File: src/rtl/fp_mult_pipe.sv
// fp_mult_pipe: 3-stage pipelined floating-point multiplier (RNE rounding, flush-to-zero, valid/ready).
// Optional macro FP_MULT_FLAGS_EN adds a registered flags port {invalid, overflow, underflow, inexact}.
module fp_mult_pipe #(
    parameter  int EXP_W = 8,
    parameter  int MAN_W = 7,
    localparam int W     = 1 + EXP_W + MAN_W
) (
    input  logic         clk,
    input  logic         rst_n,
    input  logic         in_valid,
    output logic         in_ready,
    input  logic [W-1:0] a,
    input  logic [W-1:0] b,
    output logic         out_valid,
    input  logic         out_ready,
    output logic [W-1:0] out
`ifdef FP_MULT_FLAGS_EN
    ,
    output logic [3:0]   flags
`endif
);

    localparam int XW = EXP_W + 2;
    localparam int PW = 2 * (MAN_W + 1);
    localparam logic [XW-1:0] BIAS_X = XW'((1 << (EXP_W - 1)) - 1);
    localparam logic [XW-1:0] EMAX_X = XW'((1 << EXP_W) - 1);
    localparam logic [W-1:0]  QNAN   = {1'b0, {EXP_W{1'b1}}, 1'b1, {(MAN_W - 1){1'b0}}};

    logic en;
    assign en       = out_ready | ~out_valid;
    assign in_ready = en;

    logic               sa, sb;
    logic [EXP_W-1:0]   ea, eb;
    logic [MAN_W-1:0]   fa, fb;
    logic               a_zero, a_inf, a_nan, b_zero, b_inf, b_nan;
    logic               s1_nan_d, s1_inf_d, s1_zero_d;
    logic [XW-1:0]      s1_exp_d;

    assign {sa, ea, fa} = a;
    assign {sb, eb, fb} = b;

    // exp == 0 is treated as zero regardless of the fraction (no subnormal support)
    assign a_zero = (ea == '0);
    assign a_inf  = (ea == '1) && (fa == '0);
    assign a_nan  = (ea == '1) && (fa != '0);
    assign b_zero = (eb == '0);
    assign b_inf  = (eb == '1) && (fb == '0);
    assign b_nan  = (eb == '1) && (fb != '0);

    assign s1_nan_d  = a_nan | b_nan | (a_inf & b_zero) | (a_zero & b_inf);
    assign s1_inf_d  = ~s1_nan_d & (a_inf | b_inf);
    assign s1_zero_d = ~s1_nan_d & ~s1_inf_d & (a_zero | b_zero);
    assign s1_exp_d  = {2'b00, ea} + {2'b00, eb} - BIAS_X;

    logic               v1_q, s1_sign_q, s1_nan_q, s1_inf_q, s1_zero_q;
    logic [XW-1:0]      s1_exp_q;
    logic [MAN_W:0]     s1_ma_q, s1_mb_q;
    logic               v2_q, s2_sign_q, s2_nan_q, s2_inf_q, s2_zero_q;
    logic [XW-1:0]      s2_exp_q;
    logic [PW-1:0]      s2_prod_q;

    logic               prod_hi, guard, sticky, round_up, ovf, unf;
    logic [PW-2:0]      norm;
    logic [MAN_W-1:0]   frac_t;
    logic [MAN_W:0]     frac_r;
    logic [XW-1:0]      exp_n, exp_f;
    logic [W-1:0]       out_d;

    // Exponent is carried as two's complement in XW bits so underflow shows up as the sign bit.
    always_comb begin
        prod_hi  = s2_prod_q[PW-1];
        norm     = prod_hi ? s2_prod_q[PW-2:0] : {s2_prod_q[PW-3:0], 1'b0};
        frac_t   = norm[PW-2:MAN_W+1];
        guard    = norm[MAN_W];
        sticky   = |norm[MAN_W-1:0];
        exp_n    = s2_exp_q + {{(XW - 1){1'b0}}, prod_hi};
        round_up = guard & (sticky | frac_t[0]);
        frac_r   = {1'b0, frac_t} + {{MAN_W{1'b0}}, round_up};
        exp_f    = exp_n + {{(XW - 1){1'b0}}, frac_r[MAN_W]};
        ovf      = ~exp_f[XW-1] & (exp_f >= EMAX_X);
        unf      = exp_f[XW-1] | (exp_f == '0);

        out_d = {s2_sign_q, exp_f[EXP_W-1:0], frac_r[MAN_W-1:0]};
        if (s2_nan_q) begin
            out_d = QNAN;
        end else if (s2_inf_q) begin
            out_d = {s2_sign_q, {EXP_W{1'b1}}, {MAN_W{1'b0}}};
        end else if (s2_zero_q || unf) begin
            out_d = {s2_sign_q, {(EXP_W + MAN_W){1'b0}}};
        end else if (ovf) begin
            out_d = {s2_sign_q, {EXP_W{1'b1}}, {MAN_W{1'b0}}};
        end
    end

    always_ff @(posedge clk or negedge rst_n) begin
        if (!rst_n) begin
            v1_q      <= 1'b0;
            s1_sign_q <= 1'b0;
            s1_nan_q  <= 1'b0;
            s1_inf_q  <= 1'b0;
            s1_zero_q <= 1'b0;
            s1_exp_q  <= '0;
            s1_ma_q   <= '0;
            s1_mb_q   <= '0;
            v2_q      <= 1'b0;
            s2_sign_q <= 1'b0;
            s2_nan_q  <= 1'b0;
            s2_inf_q  <= 1'b0;
            s2_zero_q <= 1'b0;
            s2_exp_q  <= '0;
            s2_prod_q <= '0;
            out_valid <= 1'b0;
            out       <= '0;
        end else if (en) begin
            v1_q <= in_valid;
            if (in_valid) begin
                s1_sign_q <= sa ^ sb;
                s1_nan_q  <= s1_nan_d;
                s1_inf_q  <= s1_inf_d;
                s1_zero_q <= s1_zero_d;
                s1_exp_q  <= s1_exp_d;
                s1_ma_q   <= {1'b1, fa};
                s1_mb_q   <= {1'b1, fb};
            end
            v2_q <= v1_q;
            if (v1_q) begin
                s2_sign_q <= s1_sign_q;
                s2_nan_q  <= s1_nan_q;
                s2_inf_q  <= s1_inf_q;
                s2_zero_q <= s1_zero_q;
                s2_exp_q  <= s1_exp_q;
                s2_prod_q <= PW'(s1_ma_q) * PW'(s1_mb_q);
            end
            out_valid <= v2_q;
            if (v2_q) begin
                out <= out_d;
            end
        end
    end

`ifdef FP_MULT_FLAGS_EN
    logic       special;
    logic [3:0] flags_d;

    assign special = s2_nan_q | s2_inf_q | s2_zero_q;
    assign flags_d = {s2_nan_q,
                      ~special & ovf,
                      ~special & ~ovf & unf,
                      ~special & (guard | sticky | ovf | unf)};

    always_ff @(posedge clk or negedge rst_n) begin
        if (!rst_n) begin
            flags <= 4'b0000;
        end else if (en && v2_q) begin
            flags <= flags_d;
        end
    end
`endif

endmodule

File: config.mk
export PLATFORM = sky130hd
export DESIGN_NAME = fp_mult_pipe
export DESIGN_NICKNAME = d
export VERILOG_FILES = /design/src/rtl/fp_mult_pipe.sv
export SDC_FILE = /design/constraint.sdc
export NUM_CORES = 1
export LEC_CHECK = 0
export ABC_AREA = 1
export BUFFER_PORTS_ARGS = -buffer_cell sky130_fd_sc_hd__buf_2
export CELL_PAD_IN_SITES_DETAIL_PLACEMENT = 0
export CELL_PAD_IN_SITES_GLOBAL_PLACEMENT = 1
export CORE_MARGIN = 3
export CORE_UTILIZATION = 40
export CTS_BUF_LIST = sky130_fd_sc_hd__clkbuf_16
export CTS_CLUSTER_DIAMETER = 100
export DETAILED_ROUTE_END_ITERATION = 8
export GPL_TIMING_DRIVEN = 0
export HOLD_SLACK_MARGIN = 0.03
export PLACE_DENSITY_LB_ADDON = 0.12
export RECOVER_POWER = 100
export SYNTH_ARGS = -nofsm -noshare
export SYNTH_HDL_FRONTEND = slang
export SYNTH_SLANG_ARGS = --single-unit
File: constraint.sdc
create_clock -name clk -period 5 [get_ports clk]
set_input_delay 0 -clock clk [delete_from_list [all_inputs] [get_ports clk]]
set_output_delay 0 -clock clk [all_outputs]
set_load 0.02 [all_outputs]
== Word level (Yosys, flattened, before mapping) ==
Index checks and enable logic that the tools add are counted.

* $lt $le $gt $ge: 1
* Shifts and indexed selects: 0
* Reduce and logical (&&, ||, !) cells: 16
* Add/sub/neg operators: 5
* Multipliers: 1
* Eq/ne operators: 2
* Bitwise gates (word level): 20
* Mux-type cells: 5
* Div/mod/pow operators: 0

{| class="wikitable"
|+ Operators with widths
! operator !! count
|-
| 15-bit 2-to-1 mux || 4
|-
| 10-bit by 1-bit adder with 10-bit output || 2
|-
| 8-bit == test, second input constant || 2
|-
| 8-bit zero test || 2
|-
| 8-bit by 8-bit multiplier with 16-bit output || 1
|-
| 16-bit 2-to-1 mux || 1
|-
| 7-bit zero test || 2
|-
| 7-bit nonzero test || 2
|-
| 10-bit by 8-bit greater-or-equal comparator with 1-bit output, second input constant || 1
|-
| 10-bit zero test || 1
|-
| 9-bit by 7-bit subtractor with 10-bit output, second input constant || 1
|-
| 8-bit by 8-bit adder with 9-bit output || 1
|-
| 7-bit by 1-bit adder with 8-bit output || 1
|-
| 1-bit OR || 8
|-
| 1-bit bitwise AND || 7
|-
| 7-bit OR reduction || 1
|-
| 2-bit AND reduction || 3
|-
| 1-bit logical AND || 4
|-
| 1-bit inverter || 4
|-
| 1-bit logical OR || 1
|-
| 1-bit bitwise XOR || 1
|}

* Logic and storage cells: 67
* Latch bits: 0
* Bits in registers: 79
* Memory bits (read-only): 0
* Bits in writable memories: 0
* Output and inout port bits: 18
* Bits of input ports: 36
* Memories kept: 0

== Depth between registers and ports, before layout ==
Gate-level depths: netlist (run 1).

* Word-level depth: 12
* Depth in mapped cells: 21
* Gate-level depth less buffers: 21

== Worst setup path after synthesis (run 1) ==
OpenSTA, ideal clock, no wires.

* Path type: reg-to-reg
* Start: register s1_ma_q[7]
* End: register s2_prod_q[13]
* Stages on the path, launching flop included: 19
* Data required time: 4.869 ns
* Library setup time: 0.131 ns
* Data arrival time: 4.179 ns
* Period minus slack after synthesis: 4.309 ns
* Setup slack: 0.691 ns
* Buffers on the path: 1
* Cells stage by stage: dfrtp_1 > clkbuf_1 > nand2_1 > fa_1 > fa_1 > inv_1 > fa_1 > inv_1 > fa_1 > inv_1 > ha_1 > nand2_1 > inv_1 > a21boi_0 > o21ai_0 > nand2_1 > nand3_1 > nand3_1 > o21ai_0

* Word-level cells in the longest chain between the ends: 1

{| class="wikitable"
|+ RTL lines
! element !! RTL line !! source
|-
| start, declared || 58 || <nowiki>logic [MAN_W:0] s1_ma_q, s1_mb_q;</nowiki>
|-
| start signal, assigned || 123 || <nowiki>s1_ma_q <= {1'b1, fa};</nowiki>
|-
| 8-bit by 8-bit multiplier with 16-bit output || 133 || <nowiki>s2_prod_q <= PW'(s1_ma_q) * PW'(s1_mb_q);</nowiki>
|-
| end signal, assigned || 133 ||
|-
| end, declared || 61 || <nowiki>logic [PW-1:0] s2_prod_q;</nowiki>
|}

No other way between the ends.
A chain may end at the register's enable or synchronous reset.

== Final worst setup path (run 1) ==
* Start: register s1_ma_q[2]
* End: register s2_prod_q[13]

The elaborated chain is that of the path after synthesis.

==> results of run 1 <==
-- cell usage in the layout (no fill, tap or decap), drive strengths merged, types with 2 or more instances in the layout --
cell type,synthesis,routed
dlygate4sd3,0,17
nor4,6,6
nand3,28,28
dfrtp,78,78
nor2,48,48
o21ai,64,64
o211ai,2,2
xor2,8,8
ha,53,53
xnor2,7,7
fa,38,38
or2,4,4
bufinv,0,3
nand2,244,244
o21bai,2,2
buf,4,33
inv,164,166
o21a,4,4
a21oi,27,27
and2,2,2
nor3,3,3
clkinv,1,3
nand4,9,9
a22o,2,2
clkbuf,23,57
-- power groups by stage --
| stage | registers (W) | clock network [W] | logic, W |
|---|---|---|---|
| global route | 0.00104 | 0.000769 | 0.00354 |
| finish | 0.00101 | 0.000727 | 0.00303 |
| CTS | 0.00101 | 0.000743 | 0.00314 |
| global placement | 0.00101 | 0 | 0.00307 |
| floorplan | 0.00106 | 0 | 0.00232 |
| detailed placement | 0.00102 | 0 | 0.00310 |
-- state kept, by name (all words and copies together), names as in the netlist, 7 cells and up --
register,count
s2_prod_q,16
s1_mb_q,7
s1_ma_q,8
out,16
s2_exp_q,10
s1_exp_q,10
-- tightest hold or removal path, stage by stage --
cell,delay [ps]
buf_2,80
nor2_1,60
inv_1,160
nand2_1,70
-- kinds of logic (layout without fill, tap and decap cells) --
kind of cell,after synthesis,after routing
buf+inv,192,279
flops,78,78
xor+xnor,15,15
compound gates,105,105
simple gates,345,345
fa+ha+maj,91,91
-- final timing paths --
kind | start | to | slack, ps | depth (start not counted)
max | s1_ma_q[2] | s2_prod_q[13] | 350 | 17
min | out_ready | out_valid | 60 | 4
max reg2reg | s1_ma_q[2] | s2_prod_q[13] | 350 | 17
min reg2reg | v2_q | out_valid | 460 | 2
max in group asynchronous | rst_n | s1_ma_q[7] | 1140 | 3
min in group asynchronous | rst_n | out[12] | 700 | 2
-- layout make-up --
class                   count  share of cell area
multi-input cells         556              0.4949
well taps                 211             0.03620
flip-flops and latches     78              0.2678
inverters                 165             0.08493
plain buffers              27             0.01407
clock buffers               9             0.03089
clock inverters             7             0.01441
repair buffers             71             0.05679
-- per-stage QoR --
| stage | setup WS, ps | instance area (µm²) | hold WS (ps) | power (W) |
|---|---|---|---|---|
| 2_1_floorplan | 690.7 | 6330 | -295.6 | 0.003374 |
| 3_3_place_gp | 132.9 | 6859 | 277.5 | 0.004085 |
| 3_5_place_dp | 93.74 | 6882 | -16.89 | 0.004118 |
| 4_1_cts | 79.94 | 7382 | 76.66 | 0.004895 |
| 5_1_grt | 87.03 | 7292 | 89.72 | 0.005347 |
| 6_report | 351.9 | 7292 | 59.56 | 0.004767 |
-- routing by layer --
layer / up-vias / track usage
met5: - / 0
met4: 0 / 0.04726
met3: 14 / 0.03511
met2: 94 / 0.2699
met1: 2385 / 0.2296
li1: 2707 / -
-- repair_timing --
| action | in CTS | in global routing |
|---|---|---|
| gates resized for setup | 0 | 3 |
| endpoints found under the hold margin | 75 | 0 |
| setup endpoints to repair | 0 | 3 |
| hold buffers | 17 | 0 |
==> flow_metrics.tcl, run 1 <==
set metrics [dict create \
    syn_to_final_growth_pct 15.20 \
    nFillCells 1545 \
    violations "capacitance limit, slew limit" \
    synth_top_area_cell "dfrtp_1" \
    critical_path.max_fanout 9 \
    p_sw_frac 0.4790 \
    hold_viol 0 \
    route.met2.wl_um 6369 \
    status "finished with violations" \
    top_layer_used "met4" \
    fp.coreArea_um2 15310 \
    grt_pass1_wl_um 23920 \
    cp_top_family "adder cells" \
    yosysWarnings 0 \
    rows 45 \
    cpPeakStageDelay_ps 570 \
    grt_max_degree 45 \
    tritoncts "yes" \
    dp_cells 1091 \
    layout.nets 1035 \
    netlist_instances 826 \
    avgSynthCellArea_um2 7.663 \
    critPathLaunchType "register" \
    clk_path_buf_depth 2 \
    dr.pass1.iters 4 \
    instances_no_fill 1124 \
    setup_viol 0 \
    place_hpwl_um 11440 \
    synth-edff-count 0 \
    viasPerCell 4.626 \
    critPathBufInv 4 \
    clk_latency_ps 340 \
    leakage_nw 3.967 \
    yosysSeqAreaShare 0.3084 \
    syn-cell-area_um2 6330 \
    route.met3.wl_um 598 \
    worst_path_most_repeated_cell "fa_1" \
    synth_simple_gate_area_frac 0.2386 \
    synth_xor_area_frac 0.02076 \
    worstMarginPinSlew_ps 2340 \
    path_class "register to register" \
    wl_per_cell_um 12.52 \
    synthMuxAreaShare 0 \
    yosysTopAreaCellShare 0.3084 \
    numCtsBuffers 9 \
    post_synth_num_cell_types 39 \
    slew_headroom -0.5598 \
    p_per_area_nw_per_um2 653.7 \
    drt_iter0_markers 196 \
    grtUsageTotal 0.1674 \
    fp.dieW_um 131.8 \
    yosys-top-cells-count "231 x nand2_1, 160 x inv_1, 78 x dfrtp_1" \
    ant_nets 0 \
    clock-sinks 78 \
    post_cts_buffers 0 \
    fin_crit_sh 0.9296 \
    first_global_vias 5032 \
    synth_area_leaders "dfrtp_1 31%, nand2_1 14%, fa_1 12%" \
    synth_most_common_cell "nand2_1" \
    place_congestion 0.7786 \
    cp.arrival_ps 4850 \
    combPwrFrac 0.635 \
    synth_top_family_by_area "simple AND/OR/NAND/NOR gates" \
    multi_input_area_um2 3608 \
    seqCellArea_um2 1953 \
    final_util 0.4761 \
    critPathRequiredTime_ps 5200 \
    maxCapViolations 2 \
    grt_setup_unrepaired "false" \
    hold_path.class "primary input to register" \
    route.vias.total 5200 \
    portBuffers 53 \
    timing.fmax_mhz 215.1 \
    dieArea_um2 17370 \
    path_cells "clkbuf_1 > nand2_1 > inv_1 > fa_1 > fa_1 > fa_1 > inv_1 > fa_1 > inv_1 > ha_1 > a21oi_1 > a21boi_0 > o21ai_0 > nand2_1 > nand3_1 > nand3_1 > o21ai_0" \
    cts_max_level 3 \
    clkPwrFrac 0.153 \
    irDropWorstVdd_mv 0.3089 \
    drive_gt1_frac 0.08215 \
    ys_ff_latch 78 \
    clkTransAtPathRegs_ps 60 \
    gr-total-overflow 0 \
    p_sw_w 0.002284 \
    cts_root_buf "clkbuf_16" \
    drv_slew 81 \
    io_pins 54 \
    wl_met1_um 6939 \
    synth_nets 953 \
    cp-end-kind "register" \
    slowest_stage "fa_1" \
    fin_setup_tns_ps 0 \
    n_antenna_cell 0 \
    p_int_w 0.002483 \
    async_flop_share 1.000 \
    totalWireLength_um 14070 \
    fin_skew_ps 8.055 \
    synth_fa_ha_area_frac 0.2249 \
    synth_compound_area_frac 0.09271 \
    die_h_um 131.8 \
    start_util 0.4133 \
    synth_ff_type "dfrtp_1" \
    seqPwrFrac 0.212 \
    post-route-min-period_ps 4648 \
    route.detailed.drc 0 \
    antenna_found_initial 0 \
]
No activity file was read; power rests on OpenSTA's default activity.
==> run 2: changes to the inputs <==
==> constraint.sdc (replaced) <==
create_clock -name clk -period 5.5 [get_ports clk]
set_input_delay 0 -clock clk [delete_from_list [all_inputs] [get_ports clk]]
set_output_delay 0 -clock clk [all_outputs]
set_load 0.02 [all_outputs]
==> flow_metrics.tcl, run 2 (synthesis results as in run 1) <==
set metrics [dict create \
    status "finished with violations" \
    violations "capacitance limit, slew limit" \
    setup_viol 0 \
    p_per_area_nw_per_um2 594.7 \
    instances_no_fill 1124 \
    clk_latency_ps 340 \
    layout.nets 1035 \
    irDropWorstVdd_mv 0.2812 \
    n_antenna_cell 0 \
    ant_nets 0 \
    clock-sinks 78 \
    r2r-start "s1_ma_q[7]" \
    totalWireLength_um 14090 \
    route.vias.total 5203 \
    combPwrFrac 0.635 \
    dr.pass1.iters 4 \
    fin_setup_tns_ps 0 \
    route.detailed.drc 0 \
    cts_max_level 3 \
    die_h_um 131.8 \
    place_congestion 0.7786 \
    rr_worst_depth 18 \
    gr-total-overflow 0 \
    grt_pass1_wl_um 23920 \
    clk_path_buf_depth 2 \
    antenna_found_initial 0 \
    fin_skew_ps 8.054 \
    critPathLaunchType "register" \
    dp_cells 1091 \
    timing.fmax_mhz 205.7 \
    post-route-min-period_ps 4861 \
    drt_iter0_markers 198 \
    hold_path.class "primary input to register" \
    dieArea_um2 17370 \
    critPathRequiredTime_ps 5700 \
    place_hpwl_um 11440 \
    p_sw_w 0.002078 \
    final_cell_mix "233 x nand2_1, 163 x inv_1, 78 x dfrtp_1" \
    tritoncts "yes" \
    hold_depth 4 \
    fin_crit_sh 0.8839 \
    fp.coreArea_um2 15310 \
    leakage_nw 3.965 \
    grt_max_degree 45 \
    post_cts_buffers 0 \
    seqPwrFrac 0.212 \
    io_pins 54 \
    maxCapViolations 2 \
    hold_path_end "out_valid" \
    slew_headroom -0.5600 \
    start_util 0.4133 \
    drive_gt1_frac 0.07996 \
    path_class "register to register" \
    p_sw_frac 0.4792 \
    clkTransAtPathRegs_ps 60 \
    portBuffers 53 \
    cts_root_buf "clkbuf_16" \
    cp.arrival_ps 5060 \
    clkPwrFrac 0.153 \
    grt_setup_unrepaired "false" \
    critical_path.max_fanout 10 \
    drv_slew 81 \
    worstHoldStart "out_ready" \
    first_global_vias 5032 \
    fp.dieW_um 131.8 \
    layout_commonest_cell "nand2_1" \
    numCtsBuffers 9 \
    reg2reg_slack_ps 640 \
    viasPerCell 4.629 \
    cp-end-kind "register" \
    reg_top3 "out x16, s2_prod_q x16" \
    syn_to_final_growth_pct 15.16 \
    worstMarginPinSlew_ps 2340 \
    grtUsageTotal 0.1674 \
    p_int_w 0.002258 \
    hold_viol 0 \
    wl_per_cell_um 12.54 \
    r2r-end "s2_prod_q[13]" \
    rows 45 \
]
-- run 2: cell count changes in the layout (fill, tap and decap cells not counted) --
cell	delta
dfrtp_2	-1
dfrtp_1	+1
clkbuf_2	-1
clkbuf_1	+1
-- run 2: worst max path at each step --
stage,from,to,slack [ps],cells past startpoint
2_1_floorplan,s1_ma_q[7],s2_prod_q[13],1190,18
3_3_place_gp,s1_ma_q[7],s2_prod_q[13],630,18
3_5_place_dp,s1_ma_q[7],s2_prod_q[13],590,18
4_1_cts,s1_ma_q[7],s2_prod_q[13],580,18
5_1_grt,s1_ma_q[7],s2_prod_q[13],310,19
6_report,s1_ma_q[7],s2_prod_q[13],640,18
-- run 2: cell type report --
class,instances,area [µm²]
well taps,211,264.0
clock inverters,7,105.1
clock buffers,9,225.2
plain buffers,27,101.3
flip-flops and latches,78,1952
fillers,1545,8025
inverters,165,619.3
multi-input cells,556,3608
repair buffers,71,414.1
-- run 2: worst max-delay path: stages (launching register included) --
cell      delay, ps
dfrtp_1         570
clkbuf_1        390
nand2_1         140
fa_1            530
fa_1            550
inv_1            60
fa_1            530
inv_1            50
fa_1            520
inv_1            40
ha_1            340
nand2_1         110
inv_1            40
a21boi_0        270
o21ai_0         200
nand2_1         120
nand3_1          70
nand3_1         100
o21ai_0          90
-- run 2: timing repair --
item,4_1_cts,5_1_grt
hold endpoints to repair,75,0
hold buffers,17,0
resized for setup,0,0
-- run 2: metrics by stage --
step             util  power, W  area (µm²)  worst slack [ps]  hold slack (ps)
2_1_floorplan       -  0.003068        6330              1191           -295.6
3_3_place_gp   0.4479  0.003713        6859             632.9            277.5
3_5_place_dp   0.4493  0.003744        6882             593.7           -16.89
4_1_cts        0.4820  0.004450        7382             579.9            76.66
5_1_grt        0.4760  0.004861        7289             312.0            89.72
6_report       0.4760  0.004335        7289             638.7            59.56
-- run 2: power groups by stage --
stage	sequential, W	clock (W)	combinational [W]
floorplan	0.000962	0	0.00211
finish	0.000920	0.000661	0.00275
global placement	0.000920	0	0.00279
detailed placement	0.000927	0	0.00282
CTS	0.000918	0.000676	0.00286
global route	0.000947	0.000699	0.00322
-- run 2: metal layers --
| layer | up-vias | share of wire | track usage |
|---|---|---|---|
| met5 | - | 0 | 0 |
| met4 | 0 | 0.011 | 0.04726 |
| met3 | 12 | 0.047 | 0.03511 |
| met2 | 100 | 0.45 | 0.2699 |
| met1 | 2384 | 0.49 | 0.2296 |
| li1 | 2707 | - | - |
